==> config.mk <==
export PLATFORM = sky130hd
export DESIGN_NAME = fetch_stage
export DESIGN_NICKNAME = d
export VERILOG_FILES = /design/src/rtl/cpu_pkg.sv /design/src/rtl/fetch_skid_buffer.sv /design/src/rtl/fetch_stage.sv
export SDC_FILE = /design/constraint.sdc
export NUM_CORES = 1
export LEC_CHECK = 0
export BUFFER_PORTS_ARGS = -buffer_cell sky130_fd_sc_hd__buf_2
export CORE_ASPECT_RATIO = 0.6
export CORE_MARGIN = 5
export CORE_UTILIZATION = 53
export CTS_CLUSTER_DIAMETER = 60
export DETAILED_ROUTE_END_ITERATION = 16
export HOLD_SLACK_MARGIN = 0.08
export PLACE_DENSITY_LB_ADDON = 0.1
export REMOVE_ABC_BUFFERS = 1
export SKIP_CTS_REPAIR_TIMING = 1
export SLEW_MARGIN = 5
export SYNTH_ARGS = -nofsm -noshare
export SYNTH_HDL_FRONTEND = slang
export SYNTH_SLANG_ARGS = --single-unit
==> constraint.sdc <==
create_clock -name Clock -period 2.46 [get_ports Clock]
set_clock_uncertainty 0.1 [all_clocks]
set_input_delay 0.615 -clock Clock [delete_from_list [all_inputs] [get_ports Clock]]
set_output_delay 0.615 -clock Clock [all_outputs]
set_load 0.1 [all_outputs]
==> src/rtl/cpu_pkg.sv <==
// Shared definitions for the 16-bit, 2-bit-opcode single-issue CPU.
// Holds the instruction width, opcode encodings, instruction field bit
// positions and the fetch-stage state encoding.
package cpu_pkg;

  localparam int INSTR_WIDTH = 16;

  localparam logic [1:0] OP_RTYPE = 2'b00;
  localparam logic [1:0] OP_ADDI  = 2'b01;
  localparam logic [1:0] OP_LW    = 2'b10;
  localparam logic [1:0] OP_SW    = 2'b11;

  // Instruction field layout: [15:14] opcode, [13:12] rs, [11:10] rt,
  // [9:8] rd, [7:0] imm.
  localparam int OP_MSB  = 15;
  localparam int OP_LSB  = 14;
  localparam int RS_MSB  = 13;
  localparam int RS_LSB  = 12;
  localparam int RT_MSB  = 11;
  localparam int RT_LSB  = 10;
  localparam int RD_MSB  = 9;
  localparam int RD_LSB  = 8;
  localparam int IMM_MSB = 7;
  localparam int IMM_LSB = 0;

  typedef enum logic [1:0] {
    FS_IDLE  = 2'd0,
    FS_FETCH = 2'd1,
    FS_DRAIN = 2'd2
  } fetch_state_e;

endpackage

==> src/rtl/fetch_skid_buffer.sv <==
// Purpose: one-entry holding slot for an instruction word plus its PC.
// Latency: load is visible (full=1) the cycle after the load edge.
// Backpressure: none of its own; the parent only loads it when empty.
// Ports:
//   clk, rst            clock, async active-high reset
//   load, load_instr,   capture an instruction and its PC
//   load_pc
//   unload              release the held entry
//   full, instr, pc     occupancy flag and held contents
module fetch_skid_buffer
  import cpu_pkg::*;
#(
  parameter int ADDR_WIDTH = 8
) (
  input  logic                   clk,
  input  logic                   rst,
  input  logic                   load,
  input  logic [INSTR_WIDTH-1:0] load_instr,
  input  logic [ADDR_WIDTH-1:0]  load_pc,
  input  logic                   unload,
  output logic                   full,
  output logic [INSTR_WIDTH-1:0] instr,
  output logic [ADDR_WIDTH-1:0]  pc
);

  logic                   full_q, full_d;
  logic [INSTR_WIDTH-1:0] instr_q, instr_d;
  logic [ADDR_WIDTH-1:0]  pc_q, pc_d;

  // Load and unload are mutually exclusive in practice (load only while
  // fetching, unload only while draining); load wins if both ever occur.
  always_comb begin
    full_d  = full_q;
    instr_d = instr_q;
    pc_d    = pc_q;
    if (load) begin
      full_d  = 1'b1;
      instr_d = load_instr;
      pc_d    = load_pc;
    end else if (unload) begin
      full_d  = 1'b0;
    end
  end

  always_ff @(posedge clk or posedge rst) begin
    if (rst) begin
      full_q  <= 1'b0;
      instr_q <= '0;
      pc_q    <= '0;
    end else begin
      full_q  <= full_d;
      instr_q <= instr_d;
      pc_q    <= pc_d;
    end
  end

  assign full  = full_q;
  assign instr = instr_q;
  assign pc    = pc_q;

endmodule

==> src/rtl/fetch_stage.sv <==
// Purpose: instruction fetch; owns the PC, runs req/ack with imem, presents
//          registered instruction fields downstream.
// Latency: imem_req one cycle after Enable; instr_valid the cycle after ack.
// Backpressure: stall holds the output word; one late word goes to the skid
//               buffer and no new request issues until it drains.
// Ports:
//   Clock, Reset, Enable        clock, async active-high reset, fetch enable
//   imem_req/addr/ack/rdata     instruction memory handshake
//   stall                       downstream cannot take the presented word
//   instr_valid, instr, opcode, rs, rt, rd, imm, pc_out   presented word
// RESET_PC must be even.
module fetch_stage
  import cpu_pkg::*;
#(
  parameter int                    ADDR_WIDTH = 8,
  parameter logic [ADDR_WIDTH-1:0] RESET_PC   = '0
) (
  input  logic                   Clock,
  input  logic                   Reset,
  input  logic                   Enable,
  output logic                   imem_req,
  output logic [ADDR_WIDTH-1:0]  imem_addr,
  input  logic                   imem_ack,
  input  logic [INSTR_WIDTH-1:0] imem_rdata,
  input  logic                   stall,
  output logic                   instr_valid,
  output logic [INSTR_WIDTH-1:0] instr,
  output logic [1:0]             opcode,
  output logic [1:0]             rs,
  output logic [1:0]             rt,
  output logic [1:0]             rd,
  output logic [7:0]             imm,
  output logic [ADDR_WIDTH-1:0]  pc_out
);

  fetch_state_e           state_q, state_d;
  logic [ADDR_WIDTH-1:0]  pc_q, pc_d;
  logic                   req_q, req_d;
  logic                   out_vld_q, out_vld_d;
  logic [INSTR_WIDTH-1:0] out_instr_q, out_instr_d;
  logic [ADDR_WIDTH-1:0]  out_pc_q, out_pc_d;

  logic                   consume, ack_fire, to_out, to_skid, drain_move;
  logic                   skid_full;
  logic [INSTR_WIDTH-1:0] skid_instr;
  logic [ADDR_WIDTH-1:0]  skid_pc;

  always_comb begin
    // stall only matters while something is being presented
    consume    = out_vld_q & ~stall;
    // acks outside FETCH (e.g. a late ack after Reset) are ignored
    ack_fire   = (state_q == FS_FETCH) & imem_ack;
    to_out     = ack_fire & (~out_vld_q | consume);
    to_skid    = ack_fire & out_vld_q & ~consume;
    drain_move = skid_full & consume;
  end

  always_comb begin
    state_d = state_q;
    pc_d    = pc_q;
    case (state_q)
      FS_IDLE: begin
        if (Enable && !skid_full) state_d = FS_FETCH;
      end
      FS_FETCH: begin
        // Request is held until acked, regardless of Enable.
        if (ack_fire) begin
          pc_d = pc_q + ADDR_WIDTH'(2);
          if (to_skid)      state_d = FS_DRAIN;
          else if (!Enable) state_d = FS_IDLE;
        end
      end
      FS_DRAIN: begin
        if (drain_move) state_d = Enable ? FS_FETCH : FS_IDLE;
      end
      default: state_d = FS_IDLE;
    endcase
    req_d = (state_d == FS_FETCH);
  end

  always_comb begin
    out_vld_d   = out_vld_q;
    out_instr_d = out_instr_q;
    out_pc_d    = out_pc_q;
    if (to_out) begin
      out_vld_d   = 1'b1;
      out_instr_d = imem_rdata;
      out_pc_d    = pc_q;
    end else if (drain_move) begin
      out_vld_d   = 1'b1;
      out_instr_d = skid_instr;
      out_pc_d    = skid_pc;
    end else if (consume) begin
      out_vld_d   = 1'b0;
    end
  end

  always_ff @(posedge Clock or posedge Reset) begin
    if (Reset) begin
      state_q     <= FS_IDLE;
      pc_q        <= RESET_PC;
      req_q       <= 1'b0;
      out_vld_q   <= 1'b0;
      out_instr_q <= '0;
      out_pc_q    <= RESET_PC;
    end else begin
      state_q     <= state_d;
      pc_q        <= pc_d;
      req_q       <= req_d;
      out_vld_q   <= out_vld_d;
      out_instr_q <= out_instr_d;
      out_pc_q    <= out_pc_d;
    end
  end

  fetch_skid_buffer #(
    .ADDR_WIDTH (ADDR_WIDTH)
  ) u_skid (
    .clk        (Clock),
    .rst        (Reset),
    .load       (to_skid),
    .load_instr (imem_rdata),
    .load_pc    (pc_q),
    .unload     (drain_move),
    .full       (skid_full),
    .instr      (skid_instr),
    .pc         (skid_pc)
  );

  assign imem_req    = req_q;
  assign imem_addr   = pc_q;
  assign instr_valid = out_vld_q;
  assign instr       = out_instr_q;
  assign opcode      = out_instr_q[OP_MSB:OP_LSB];
  assign rs          = out_instr_q[RS_MSB:RS_LSB];
  assign rt          = out_instr_q[RT_MSB:RT_LSB];
  assign rd          = out_instr_q[RD_MSB:RD_LSB];
  assign imm         = out_instr_q[IMM_MSB:IMM_LSB];
  assign pc_out      = out_pc_q;

endmodule

==> results of run 1 <==
-- per-layer routing --
| layer | part of all wire, % | GRT usage [%] |
|---|---|---|
| met5 | 0 | 0 |
| met1 | 48 | 20.11 |
| met3 | 7.4 | 7.454 |
| met2 | 44 | 23.03 |
| met4 | 0.47 | 4.306 |
-- cell families after synthesis --
logic type / count (synthesis)
flops: 58
xor+xnor: 6
mux: 70
other cells: 1
buf+inv: 28
fa+ha+maj: 1
compound gates: 9
simple gates: 15
-- cell type report --
cell class              instances  area, um^2  area share [%]
multi-input cells             103        1174           35.67
inverters                       2       7.507          0.2281
repair buffers                 73       390.4           11.86
clock inverters                 6       57.56           1.749
flip-flops and latches         58        1451           44.11
well taps                      66       82.58           2.510
clock buffers                  10       127.6           3.878
-- registers in the layout, indices dropped and copies added, names as in the netlist --
name / cells
instr: 16
u_skid.instr: 16
imem_addr: 7
pc_out: 7
u_skid.pc: 7
state_q: 2
imem_req: 1
instr_valid: 1
u_skid.full: 1
-- final timing paths --
kind,from,to,depth (start not counted)
setup / recovery,imem_addr[3]$_DFFE_PP0P_,imem_addr[3],1
hold / removal,Reset,instr[4]$_DFFE_PP0P_,2
setup reg to reg,state_q[1]$_DFF_PP0_,instr[0]$_DFFE_PP0P_,3
hold reg to reg,u_skid.instr[1]$_DFFE_PP0P_,u_skid.instr[1]$_DFFE_PP0P_,1
max in group asynchronous,Reset,imem_addr[5]$_DFFE_PP0P_,3
min in group Clock,u_skid.instr[1]$_DFFE_PP0P_,u_skid.instr[1]$_DFFE_PP0P_,1
-- stage by stage --
stage | hold slack [ps] | setup WS, ps
2_1_floorplan | 375.6 | -35.40
3_3_place_gp | 389.2 | 347.9
3_5_place_dp | 392.2 | 335.3
4_1_cts | 181.3 | 426.9
5_1_grt | 206.8 | 370.4
6_report | 185.2 | 454.9
-- placed cells by master (no fill, tap or decap), types with 2 or more instances in the layout --
cell and count:
nand2_1 3, buf_4 4, o31ai_1 2, dfrtp_1 58
a21oi_1 3, clkinv_2 4, buf_2 68, mux2_4 37
clkbuf_8 9, mux2_2 33, conb_1 2, nand4_1 4
o21ai_0 2, and3_1 2, xnor2_1 5
==> results.tsv, run 1 <==
stage	metric	value	unit
layout	final core occ	64.15	%
setup_path	Critical-path top delay cell	dfrtp_1	
synth	synth warn	0	
synth	main combinational cell family by area after synthesis	multiplexers	
clocking	CTS buffer count	9	
sta	# setup viols final	0	
setup_path	required time at the worst-slack endpoint	1750	ps
sta	Final Hold Viols	0	
layout	Fillers	412	
layout	design area	0.003291	mm^2
global_route	largest net degree at the start of global routing	24	
setup_path	slowest stage delay, CP	480	ps
sta	Period Utilization, post-route	81.51	%
synth	Gate Count Post-Synth	188	
synth	Compound-Gate Fraction of Synth Area	1.978	%
placed_design	detailed placement HPWL	3473	um
sta	RSZ-0062 raised after global routing	no	
synth	area leader, netlist	dfrtp_1	
synth	largest cells by area after synthesis	dfrtp_1 (51%), mux2_4 (20%), mux2_2 (13%)	
setup_path	CP Launch Type	flop	
synth	simple-gate share of the synthesized area	4.132	%
route	Vias/cell	5.025	
synth	sequential fraction of the synthesis area	50.99	%
setup_path	critical path peak fanout	8	
synth	cell with the most instances after synthesis	dfrtp_1	
route	DRT Pass-1 Iters	4	
clocking	TritonCTS Sinks	58	
sta	TNS Setup	0	ps
setup_path	WP data arrival	1290	ps
clocking	CTS root buf	clkbuf_8	
sta	max frequency	498.7	MHz
global_route	first-pass GRT wire length	8273	um
synth	Post-synth top flop	dfrtp_1	
layout	n_diodes	0	
layout	share of layout cells above drive strength 1	64.68	%
sta	Final Max Tran Viols	0	
synth	post-synthesis mux area share	32.57	%
global_route	grt ovf	0	
status	outcome	completed	
global_route	All-Layer GR Usage	15.45	%
die	area of the die	0.006984	mm^2
clocking	CTS tree	built	
layout	Layout Cells excl Fill	318	
layout	Area Growth Syn to Fin	15.60	%
synth	most common library cells after synthesis	dfrtp_1 (58), mux2_4 (37), mux2_2 (33)	
global_route	vias in the first global route	1727	
setup_path	WP buf/inv	1	
die	core area	0.005130	mm^2
clocking	worst skew pair latency	330	ps
route	DR WL/cell	15.49	um
synth	area share of the largest cell type after synthesis	50.99	%
global_route	initial antenna violation count	0	
setup_path	Reg2Reg Setup Slack	480	ps
die	initial core utilization	55.49	%
die	Die Wd	104.6	um
die	std cell rows	20	
run	max cap viols	0	
placed_design	final estimated routing congestion in global placement	0.7270	
route	Routed WL	4927	um
placed_design	Placed Cells	302	
setup_path	Worst setup EP type	output port	
setup_path	Crit Path Category	flop to output port	
synth	Synth Area in Adders	0.4396	%
synth	Syn Area/Cell	15.14	um^2
synth	post-synthesis xor/xnor area fraction	1.846	%
synth	Seq cells post-synth	58	
layout	fin nets	269	
placed_design	Area after DPL	0.003105	mm^2
setup_path	crit-path cells	buf_2	
route	drt initial violations	42	
sta	Min Clock Period, post-route	2005	ps
route	via count	1598	
synth	number of flops mapped to enable cells by yosys	0	
hold_path	Tightest Hold Check Type	input pin to async pin	
route	DRC viols	0	
synth	netlist area before placement	0.002846	mm^2
synth	Unique masters post-synth	24	
clocking	maximum root-to-sink buffer count	2	
clocking	H-tree depth	3	
clocking	Clock Pin Slew Worst Setup and Hold Paths	60	ps
placed_design	Port Buf Inserts	68	
die	I/O pin count	71	
setup_path	kind of cell adding the most delay to the critical path	flip-flops	
die	Die Y-Extent	66.77	um
synth	asr flop ratio synth	100.0	%
route	Post-DRT Antenna Nets	0	
Power of run 1 is left out: the tool's default activity adds up to more than one toggle a clock period on the data nets, which glitch-free logic cannot reach.
==> run 2: changes to the inputs <==
Settings changed: CORE_UTILIZATION 53 to 48.
Clock period 2.46 ns to 1.8 ns, I/O delays scaled along.
==> run 2 against run 1 <==
Setup slack got worse by 390 ps. First-iteration DRC count decreased by 19%. Global-route usage decreased by 0.71 points. Utilization decreased by 2.6 points. Non-clock buffer count increased by 3. Critical path type unchanged. Via count increased by 1.6%. Die area increased by 9.1%. Routed wire length increased by 6.1%. Sequential share of layout area decreased by 2.4 points. Clock-buffer cell count increased by 5.
==> results.tsv, run 2 (synthesis results as in run 1) <==
stage	metric	value	unit	change
placed_design	Port Buf Inserts	68		unchanged
hold_path	Tightest Hold Check Type	input pin to async pin		unchanged
die	Die Wd	109.4	um	was 104.6 um
global_route	vias in the first global route	1625		was 1,727
die	Die Y-Extent	69.65	um	was 66.77 um
run	max cap viols	0		unchanged
setup_path	kind of cell adding the most delay to the critical path	buffers and inverters		was flip-flops
setup_path	critical path peak fanout	4		was 8
setup_path	crit path launch	imem_addr[7]$_DFFE_PP0P_		was imem_addr[3]$_DFFE_PP0P_
placed_design	final estimated routing congestion in global placement	0.7204		was 0.7270
global_route	grt ovf	0		unchanged
sta	Final Max Tran Viols	0		unchanged
global_route	first-pass GRT wire length	8590	um	was 8273 um
setup_path	crit-path cells	buf_2		unchanged
global_route	All-Layer GR Usage	14.74	%	was 15.45%
setup_path	Worst setup EP type	output port		unchanged
route	DRC viols	0		unchanged
route	DRT Pass-1 Iters	5		was 4
placed_design	Placed Cells	319		was 302
setup_path	Crit Path Category	flop to output port		unchanged
setup_path	cells on worst reg2reg path	4		was 3
setup_path	required time at the worst-slack endpoint	1250	ps	was 1750 ps
clocking	H-tree depth	3		unchanged
route	Vias/cell	4.848		was 5.025
sta	Min Clock Period, post-route	1732	ps	
setup_path	slowest stage delay, CP	450	ps	was 480 ps
status	outcome	completed		unchanged
layout	share of layout cells above drive strength 1	64.71	%	was 64.68%
route	Routed WL	5230	um	was 4927 um
die	area of the die	0.007621	mm^2	was 0.006984 mm^2
setup_path	reg2reg end	u_skid.instr[12]$_DFFE_PP0P_		was instr[0]$_DFFE_PP0P_
placed_design	detailed placement HPWL	3633	um	was 3473 um
sta	Final Hold Viols	0		unchanged
sta	# setup viols final	0		unchanged
die	initial core utilization	50.39	%	was 55.49%
global_route	largest net degree at the start of global routing	59		was 24
setup_path	WP data arrival	1180	ps	was 1290 ps
clocking	CTS buffer count	9		unchanged
clocking	Clock Pin Slew Worst Setup and Hold Paths	60	ps	about the same
global_route	routing usage on met2	20.08	%	was 23.03%
global_route	grt peak-use layer	met1		was met2
clocking	CTS tree	built		unchanged
layout	commonest non-fill, non-tap cells in the layout	buf_2 (61), dfrtp_1 (58), mux2_4 (37)		was buf_2 (68), dfrtp_1 (58), mux2_4 (37)
setup_path	Critical-path top delay cell	buf_2		was dfrtp_1
layout	most common cell after layout, fill and taps aside	buf_2		unchanged
route	Post-DRT Antenna Nets	0		unchanged
layout	Layout Cells excl Fill	335		was 318
sta	max frequency	577.3	MHz	
sta	Period Utilization, post-route	96.23	%	
clocking	worst skew pair latency	330	ps	about the same
sta	RSZ-0062 raised after global routing	no		unchanged
global_route	M1 GR Usage	20.91	%	was 20.11%
clocking	TritonCTS Sinks	58		unchanged
die	core area	0.005649	mm^2	was 0.005130 mm^2
setup_path	Reg-to-Reg Start	instr_valid$_DFFE_PP0P_		was state_q[1]$_DFF_PP0_
die	I/O pin count	71		unchanged
layout	final core occ	61.59	%	was 64.15%
layout	n_diodes	0		unchanged
global_route	initial antenna violation count	0		unchanged
die	std cell rows	21		was 20
layout	Area Growth Syn to Fin	22.24	%	was 15.60%
route	drt initial violations	34		was 42
global_route	met3 Usage GRT	5.023	%	was 7.454%
layout	fin nets	272		was 269
setup_path	Reg2Reg Setup Slack	240	ps	was 480 ps
route	DR WL/cell	15.61	um	was 15.49 um
setup_path	CP Launch Type	flop		unchanged
setup_path	WP buf/inv	1		unchanged
clocking	maximum root-to-sink buffer count	2		unchanged
clocking	CTS root buf	clkbuf_8		unchanged
route	via count	1624		was 1,598
## run 2: changes by cell type in the layout (fill, tap and decap cells not counted), sizes merged
cell	previous run	this run
clkinv	4	0
clkinvlp	1	0
clkbuf	10	18
## run 2: worst max-delay path by stage
stage | endpoint | cells past startpoint | slack [ps]
global placement | instr[8]$_DFFE_PP0P_ | 5 | 100
global route | imem_addr[7] | 1 | 20
floorplan | u_skid.pc[3]$_DFFE_PP0P_ | 3 | -700
finish | imem_addr[7] | 1 | 70
detailed placement | pc_out[1]$_DFFE_PP0P_ | 5 | 80
CTS | imem_addr[2] | 1 | -50
## run 2: layer usage
layer  vias up  share of wire, %  wire (um)
met5         -                 0          0
met3         9               6.7        349
li1        775                 -          -
met4         0               1.7         88
met2        49                43       2256
met1       791                48       2536
## run 2: metrics by stage
stage          setup TNS [ps]  hold slack (ps)  instance area (um^2)  setup slack (ps)
2_1_floorplan          -49420            375.6                  2633            -695.4
3_3_place_gp                0            388.4                  3253             95.12
3_5_place_dp                0            395.2                  3253             78.52
4_1_cts                -73.44            77.70                  3470            -46.68
5_1_grt                     0            98.45                  3480             15.19
6_report                    0            64.65                  3480             67.80
## run 2: layout make-up
cell class	instances	area [um^2]
Clock buffer	15	186.4
Tap cell	80	100.1
Inverter	2	7.507
Fill cell	455	2170
Sequential cell	58	1451
Multi-Input combinational cell	103	1174
Clock inverter	1	30.03
Timing Repair Buffer	76	530.5
Power of run 2 is left out for the same reason.
==> run 3: changes to the inputs <==
Settings changed: CORE_UTILIZATION 48 to 30.
==> run 3 against run 2 <==
Cell count rose by 16%. Critical endpoint unchanged. Critical path depth unchanged. Utilization decreased by 22 points. Via count rose by 1.5%. Clock-buffer cell count fell by 1. Cell area increased by 4.7%. First-iteration DRC count grew 12%. Routed wire length is 10% higher. Global-route usage fell by 4.1 points. Highest routed layer unchanged. Worst hold slack better by 210 ps.
==> results.tsv, run 3 (synthesis results as in run 1) <==
stage	metric	value	unit	change
status	outcome	completed		unchanged
setup_path	cells on worst reg2reg path	4		unchanged
clocking	CTS tree	built		unchanged
clocking	H-tree depth	3		unchanged
setup_path	crit-path cells	buf_2		unchanged
die	Die Y-Extent	85.45	um	was 69.65 um
setup_path	slowest stage delay, CP	450	ps	about the same
die	initial core utilization	30.86	%	was 50.39%
die	std cell rows	27		was 21
clocking	Clock Pin Slew Worst Setup and Hold Paths	50	ps	was 60 ps
placed_design	Placed Cells	372		was 319
die	I/O pin count	71		unchanged
global_route	largest net degree at the start of global routing	28		was 59
layout	share of layout cells above drive strength 1	64.48	%	was 64.71%
setup_path	Critical-path top delay cell	buf_2		unchanged
clocking	CTS buffer count	9		unchanged
sta	Min Clock Period, post-route	1727	ps	was 1732 ps
setup_path	Worst path depth	1		unchanged
layout	n_diodes	0		unchanged
sta	Final Hold Viols	0		unchanged
setup_path	worst setup path end	imem_addr[7]		unchanged
setup_path	crit path launch	imem_addr[7]$_DFFE_PP0P_		unchanged
route	drt initial violations	38		was 34
clocking	CTS root buf	clkbuf_16		was clkbuf_8
die	Die Wd	135.8	um	was 109.4 um
setup_path	critical path peak fanout	4		unchanged
layout	Area Growth Syn to Fin	28.04	%	was 22.24%
run	max cap viols	0		unchanged
global_route	grt ovf	0		unchanged
global_route	first-pass GRT wire length	9418	um	was 8590 um
sta	RSZ-0062 raised after global routing	no		unchanged
route	Routed WL	5754	um	was 5230 um
clocking	maximum root-to-sink buffer count	2		unchanged
route	Vias/cell	4.237		was 4.848
setup_path	Crit Path Category	flop to output port		unchanged
placed_design	Port Buf Inserts	68		unchanged
clocking	TritonCTS Sinks	58		unchanged
global_route	vias in the first global route	1692		was 1,625
layout	multi-input logic area	0.001174	mm^2	unchanged
layout	most common cell after layout, fill and taps aside	buf_2		unchanged
layout	Fillers	875		was 455
global_route	All-Layer GR Usage	10.63	%	was 14.74%
sta	max frequency	579.1	MHz	was 577.3 MHz
route	DR WL/cell	14.79	um	was 15.61 um
die	area of the die	0.01160	mm^2	was 0.007621 mm^2
setup_path	Reg-to-Reg Start	instr_valid$_DFFE_PP0P_		unchanged
placed_design	final estimated routing congestion in global placement	0.6459		was 0.7204
layout	sequential cell area	0.001451	mm^2	unchanged
setup_path	Worst setup EP type	output port		unchanged
setup_path	WP data arrival	1180	ps	about the same
placed_design	detailed placement HPWL	4094	um	was 3633 um
sta	# setup viols final	0		unchanged
layout	fin nets	276		was 272
route	via count	1648		was 1,624
global_route	initial antenna violation count	0		unchanged
sta	Final Max Tran Viols	0		unchanged
setup_path	WP buf/inv	1		unchanged
route	DRC viols	0		unchanged
clocking	worst skew pair latency	320	ps	was 330 ps
die	core area	0.009223	mm^2	was 0.005649 mm^2
setup_path	CP Launch Type	flop		unchanged
layout	Layout Cells excl Fill	389		was 335
sta	Period Utilization, post-route	95.93	%	was 96.23%
setup_path	reg2reg end	u_skid.instr[0]$_DFFE_PP0P_		was u_skid.instr[12]$_DFFE_PP0P_
setup_path	kind of cell adding the most delay to the critical path	buffers and inverters		unchanged
setup_path	Reg2Reg Setup Slack	220	ps	was 240 ps
setup_path	required time at the worst-slack endpoint	1250	ps	about the same
hold_path	Tightest Hold Check Type	input pin to flop		was input pin to async pin
layout	commonest non-fill, non-tap cells in the layout	buf_2 (61), dfrtp_1 (58), mux2_4 (37)		unchanged
route	Post-DRT Antenna Nets	0		unchanged
route	DRT Pass-1 Iters	4		was 5
## run 3: metal layers
layer | track usage (%) | wire length, um
met3 | 3.969 | 326
met1 | 15.40 | 3023
met5 | 0 | 0
met2 | 13.85 | 2316
met4 | 4.666 | 88
## run 3: worst min-delay path by stage
stage / slack, ps / to / cells past startpoint / startpoint
final: 270 / instr[12]$_DFFE_PP0P_ / 2 / imem_rdata[12]
after global routing: 250 / instr[0]$_DFFE_PP0P_ / 2 / imem_rdata[0]
after CTS: -8 / instr[15]$_DFFE_PP0P_ / 2 / Reset
after detailed placement: 340 / instr[15]$_DFFE_PP0P_ / 2 / Reset
after global placement: 340 / instr[15]$_DFFE_PP0P_ / 2 / Reset
after floorplan: 380 / state_q[1]$_DFF_PP0_ / 1 / state_q[0]$_DFF_PP0_
## run 3: area by class of cell
type / instances / area share [%]
timing repair buffer: 80 / 15.10
multi-input combinational: 103 / 32.20
tap: 130 / 4.463
inverter: 2 / 0.2060
clock buffer: 14 / 7.243
clock inverter: 2 / 0.9612
sequential: 58 / 39.82
## run 3: stage by stage
step | hold slack (ps) | area [um^2] | utilization, % | setup slack, ps | setup TNS, ps
2_1_floorplan | 375.6 | 2633 | - | -695.4 | -49420
5_1_grt | 253.9 | 3645 | 39.52 | 24.35 | 0
6_report | 272.4 | 3645 | 39.52 | 73.18 | 0
3_5_place_dp | 343.3 | 3326 | 36.06 | 62.36 | 0
4_1_cts | -7.630 | 3625 | 39.30 | -18.07 | -18.28
3_3_place_gp | 344.3 | 3326 | 36.06 | 70.30 | 0
Power of run 3 is left out for the same reason.
